--- src/rtl/mem_arbiter.sv ---
// mem_arbiter: shares one single-port memory between the instruction-fetch
// port and the load/store port. One access at a time, fixed-latency access
// window, one-cycle ready pulse back to the granted port.
module mem_arbiter #(
  parameter int ADDR_WIDTH  = 32,
  parameter int DATA_WIDTH  = 32,
  parameter int MEM_LATENCY = 2
) (
  input  logic                  clk,
  input  logic                  rst,
  input  logic                  if_req,
  input  logic [ADDR_WIDTH-1:0] if_addr,
  output logic [DATA_WIDTH-1:0] if_rdata,
  output logic                  if_ready,
  input  logic                  d_read,
  input  logic                  d_write,
  input  logic [ADDR_WIDTH-1:0] d_addr,
  input  logic [DATA_WIDTH-1:0] d_wdata,
  output logic [DATA_WIDTH-1:0] d_rdata,
  output logic                  d_ready,
  output logic [ADDR_WIDTH-1:0] mem_addr,
  output logic [DATA_WIDTH-1:0] mem_wdata,
  input  logic [DATA_WIDTH-1:0] mem_rdata,
  output logic                  mem_read,
  output logic                  mem_write,
  output logic                  busy
);

  localparam int CNT_W = (MEM_LATENCY > 1) ? $clog2(MEM_LATENCY) : 1;

  typedef enum logic [1:0] {IDLE, ACCESS, RESP} state_t;
  typedef enum logic {PORT_IF = 1'b0, PORT_D = 1'b1} port_t;

  state_t                state_q, state_d;
  logic [CNT_W-1:0]      cnt_q, cnt_d;
  port_t                 last_grant_q, last_grant_d;
  port_t                 grant_q, grant_d;
  logic                  op_wr_q, op_wr_d;
  logic [ADDR_WIDTH-1:0] addr_q, addr_d;
  logic [DATA_WIDTH-1:0] wdata_q, wdata_d;
  logic [DATA_WIDTH-1:0] if_rdata_q, if_rdata_d;
  logic [DATA_WIDTH-1:0] d_rdata_q, d_rdata_d;

  logic  d_req;
  logic  any_req;
  port_t pick;

  // Arbitration: a lone requester wins; on a tie the port not granted last time wins
  always_comb begin
    d_req   = d_read | d_write;
    any_req = if_req | d_req;
    pick    = (d_req && (!if_req || last_grant_q == PORT_IF)) ? PORT_D : PORT_IF;
  end

  // State register
  always_ff @(posedge clk or posedge rst) begin
    if (rst) state_q <= IDLE;
    else     state_q <= state_d;
  end

  // Next-state logic: RESP always returns to IDLE so a held request is not re-sampled there
  always_comb begin
    state_d = state_q;
    case (state_q)
      IDLE:    if (any_req) state_d = ACCESS;
      ACCESS:  if (cnt_q == '0) state_d = RESP;
      RESP:    state_d = IDLE;
      default: state_d = IDLE;
    endcase
  end

  // Datapath registers: grant latch, latency counter, per-port read data
  always_ff @(posedge clk or posedge rst) begin
    if (rst) begin
      cnt_q        <= '0;
      last_grant_q <= PORT_D;
      grant_q      <= PORT_IF;
      op_wr_q      <= 1'b0;
      addr_q       <= '0;
      wdata_q      <= '0;
      if_rdata_q   <= '0;
      d_rdata_q    <= '0;
    end else begin
      cnt_q        <= cnt_d;
      last_grant_q <= last_grant_d;
      grant_q      <= grant_d;
      op_wr_q      <= op_wr_d;
      addr_q       <= addr_d;
      wdata_q      <= wdata_d;
      if_rdata_q   <= if_rdata_d;
      d_rdata_q    <= d_rdata_d;
    end
  end

  // Datapath next values: latch the request on grant, count down, capture read data on the last access cycle
  always_comb begin
    cnt_d        = cnt_q;
    last_grant_d = last_grant_q;
    grant_d      = grant_q;
    op_wr_d      = op_wr_q;
    addr_d       = addr_q;
    wdata_d      = wdata_q;
    if_rdata_d   = if_rdata_q;
    d_rdata_d    = d_rdata_q;
    case (state_q)
      IDLE: begin
        if (any_req) begin
          grant_d      = pick;
          last_grant_d = pick;
          addr_d       = (pick == PORT_D) ? d_addr : if_addr;
          wdata_d      = d_wdata;
          // Store wins when both load and store are raised
          op_wr_d      = (pick == PORT_D) && d_write;
          cnt_d        = CNT_W'(MEM_LATENCY - 1);
        end
      end
      ACCESS: begin
        if (cnt_q == '0) begin
          if (!op_wr_q) begin
            if (grant_q == PORT_IF) if_rdata_d = mem_rdata;
            else                    d_rdata_d  = mem_rdata;
          end
        end else begin
          cnt_d = cnt_q - CNT_W'(1);
        end
      end
      default: ;
    endcase
  end

  // Outputs decoded from state so reset removes strobes and ready without a clock
  always_comb begin
    mem_addr  = addr_q;
    mem_wdata = wdata_q;
    if_rdata  = if_rdata_q;
    d_rdata   = d_rdata_q;
    mem_read  = (state_q == ACCESS) && !op_wr_q;
    mem_write = (state_q == ACCESS) && op_wr_q;
    if_ready  = (state_q == RESP) && (grant_q == PORT_IF);
    d_ready   = (state_q == RESP) && (grant_q == PORT_D);
    busy      = (state_q != IDLE);
  end

endmodule

--- config.mk ---
export PLATFORM = sky130hd
export DESIGN_NAME = mem_arbiter
export DESIGN_NICKNAME = d
export VERILOG_FILES = /design/src/rtl/mem_arbiter.sv
export SDC_FILE = /design/constraint.sdc
export NUM_CORES = 1
export LEC_CHECK = 0
export BUFFER_PORTS_ARGS = -buffer_cell sky130_fd_sc_hd__buf_2
export CAP_MARGIN = 10
export CELL_PAD_IN_SITES_DETAIL_PLACEMENT = 1
export CELL_PAD_IN_SITES_GLOBAL_PLACEMENT = 2
export CORE_MARGIN = 1.5
export CORE_UTILIZATION = 31
export DETAILED_ROUTE_END_ITERATION = 12
export PLACE_DENSITY_LB_ADDON = 0.1
export SYNTH_ARGS = -nofsm -noshare
export SYNTH_HDL_FRONTEND = slang
export SYNTH_SLANG_ARGS = --single-unit
--- constraint.sdc ---
create_clock -name clk -period 13.41 [get_ports clk]
set_input_delay 2.682 -clock clk [delete_from_list [all_inputs] [get_ports clk]]
set_output_delay 2.682 -clock clk [all_outputs]
set_load 0.1 [all_outputs]
==> metrics.md <==
| Metric | Value |
|---|---|
| Layout area overhead | 38.6% |
| Register area share after synthesis | 0.611 |
| Synth warn | 0 |
| Worst R2R End | mem_addr[24] |
| Die height | 136 µm |
| WL final | 14900 µm |
| Initial Utilization | 0.317 |
| Unrepaired setup endpoints after global routing | false |
| N_diodes | 0 |
| Avg Cell Area, Syn | 14.7 µm² |
| Drt via density | 4.62 |
| Status | complete, no violations |
| Worst r2r src | state_q[0] |
| Clock buffer depth | 2 |
| Cell count after synthesis | 373 |
| 1st-pass router iterations | 4 |
| Async SR Flop Fraction | 1.00 |
| Tot GR Track Use | 0.163 |
| Fin. Hold Viols | 0 |
| R2r setup slk | 11.20 ns |
| # DRC | 0 |
| Rows | 48 |
| Final Cycle Share | 0.333 |
| Core Util, Final | 0.440 |
| Synth Flop Type | dfrtp_1 |
| Die width | 136 µm |
| Clock Sinks | 134 |
| Buffer count from post-CTS setup fixing | 0 |
| Vias after detailed routing | 4051 |
| Grt total ovfl | 0 |
| Setup violators final | 0 |
| Max Cap Viol | 0 |
| H-tree Lvls | 4 |
| Total Neg Setup Slack | 0 ns |
| Mapped Area | 5490 µm² |
| Seq cells post-synth | 134 |
| Clk slew on worst S/H paths | 0.06 ns |
| Most frequent cells in the layout | buf_2 (265), dfrtp_1 (133), mux2_2 (64), o21ai_0 (60), mux2i_1 (32) |
| Setup crit start kind | flip-flop |
| Total CTS buffers | 17 |
| Synth unique cells | 25 |
| Antenna Nets Post-Route | 0 |
| Dominant cell type by area after synthesis | dfrtp_1 |
| Min Tclk post-route | 4.47 ns |
| Layout Nets | 772 |
| Crit Path Max Fanout | 36 |
| Syn nets | 506 |
| Die area | 18500 µm² |
| Critical Path AT | 1.78 ns |
| Clk_lat worst skew | 0.41 ns |
| Slew HR | 0.206 |
| Commonest non-fill, non-tap cell in the layout | buf_2 |
| Pin count of the biggest net entering global routing | 81 |
| EDFF count, synth | 0 |
| Critical Path End Type | primary output |
| IO Port Bufs | 265 |
| DR iter-0 viols | 74 |
| Clock Skew | 0.00995 ns |
| CTS tree | yes |
| Fillcell total | 1914 |
| PostCTS Resize Cnt | 0 |
| Worst reg2reg path depth | 4 |
| FMAX | 224 MHz |
| Share of the synthesized area in the top cell type | 0.606 |
| Pins Over Slew Limit | 0 |
| Top cells by area, synth | dfrtp_1 (61%), mux2_2 (13%), mux2_4 (8.2%) |
| HPWL after detailed placement | 10700 µm |
| Hold WC Path Type | reg -> reg |
| RePlAce Congestion | 0.750 |
| Initial antenna violation count | 0 |
| CP Capture Point | busy |
| Root Buffer | clkbuf_16 |
| CP required | 10.73 ns |
| Crit path launch | state_q[0] |
| First-pass GRT wire length | 23100 µm |
| IO Count | 266 |
| Routed len/inst | 17.0 µm |
| Critical path type | reg -> out |
| CTS Hold Bufs | 0 |
| Fraction of final layout cells with drive strength greater than 1 | 0.621 |
| Worst-Margin Slew | 1.19 ns |
| Vias in the first global route | 4315 |
| Core Area | 17300 µm² |
## final cells by class
cell class              instances  area, µm²  area share
inverters                       3       13.8     0.00181
well taps                     225        282      0.0370
flip-flops and latches        134       3350       0.441
clock buffers                  18        439      0.0577
repair buffers                271       1370       0.180
multi-input cells             212       2000       0.262
clock inverters                14        151      0.0199
## layer usage
layer	up-vias	wire (µm)	part of all wire	global-route usage
li1	1863	-	-	-
met1	2005	6220	0.42	0.202
met2	165	7290	0.49	0.262
met3	18	1200	0.080	0.0578
met4	0	224	0.015	0.0597
met5	-	0	0	0
## registers in the layout, indices dropped and copies added (netlist names)
| register | count |
|---|---|
| d_rdata | 32 |
| if_rdata | 32 |
| mem_addr | 32 |
| mem_wdata | 32 |
| state_q | 2 |
| cnt_q | 1 |
| grant_q | 1 |
| last_grant_q | 1 |
| op_wr_q | 1 |
## worst min path at each step
stage | cells past startpoint | slack, ns | from | to
6_report | 1 | 0.49 | if_rdata[26] | if_rdata[26]
5_1_grt | 1 | 0.51 | if_rdata[9] | if_rdata[9]
4_1_cts | 1 | 0.50 | if_rdata[26] | if_rdata[26]
3_5_place_dp | 1 | 0.48 | if_rdata[26] | if_rdata[26]
3_3_place_gp | 1 | 0.47 | if_rdata[26] | if_rdata[26]
2_1_floorplan | 1 | 0.48 | cnt_q | state_q[1]
## worst max-delay path, cell delays in order (launching register included)
cell	delay, ns
dfrtp_1	0.41
or2_1	0.13
buf_4	0.33
buf_2	0.50
## synthesized netlist by cell type, types with 2 or more instances
cell	count
dfrtp_1	133
mux2_2	64
o21ai_0	60
mux2i_1	32
mux2_4	30
buf_2	11
clkbuf_1	9
o21ai_1	5
nor2_1	4
buf_12	3
inv_1	3
a21o_1	2
mux2_1	2
nand2_1	2
nor3_1	2
or2_1	2
## stage by stage
step / instance area [µm²] / worst slack, ns / hold slack, ns / instances
global route: 7610 / 8.85 / 0.509 / 877
global placement: 7020 / 8.73 / 0.466 / 845
detailed placement: 7020 / 8.63 / 0.482 / 845
finish: 7610 / 8.94 / 0.490 / 877
floorplan: 5490 / 7.15 / 0.478 / 373
CTS: 7610 / 8.91 / 0.495 / 877
## cell families (layout without fill, tap and decap cells)
logic type | after synthesis | in the layout | share of synthesized area
compound gates | 69 | 69 | 0.0652
buf+inv | 27 | 306 | 0.0312
flops | 134 | 134 | 0.611
mux | 128 | 128 | 0.276
simple gates | 15 | 15 | 0.0164
Power is not shown: default switching activity piles up to over one toggle a cycle in this logic, so the estimate is an artifact.
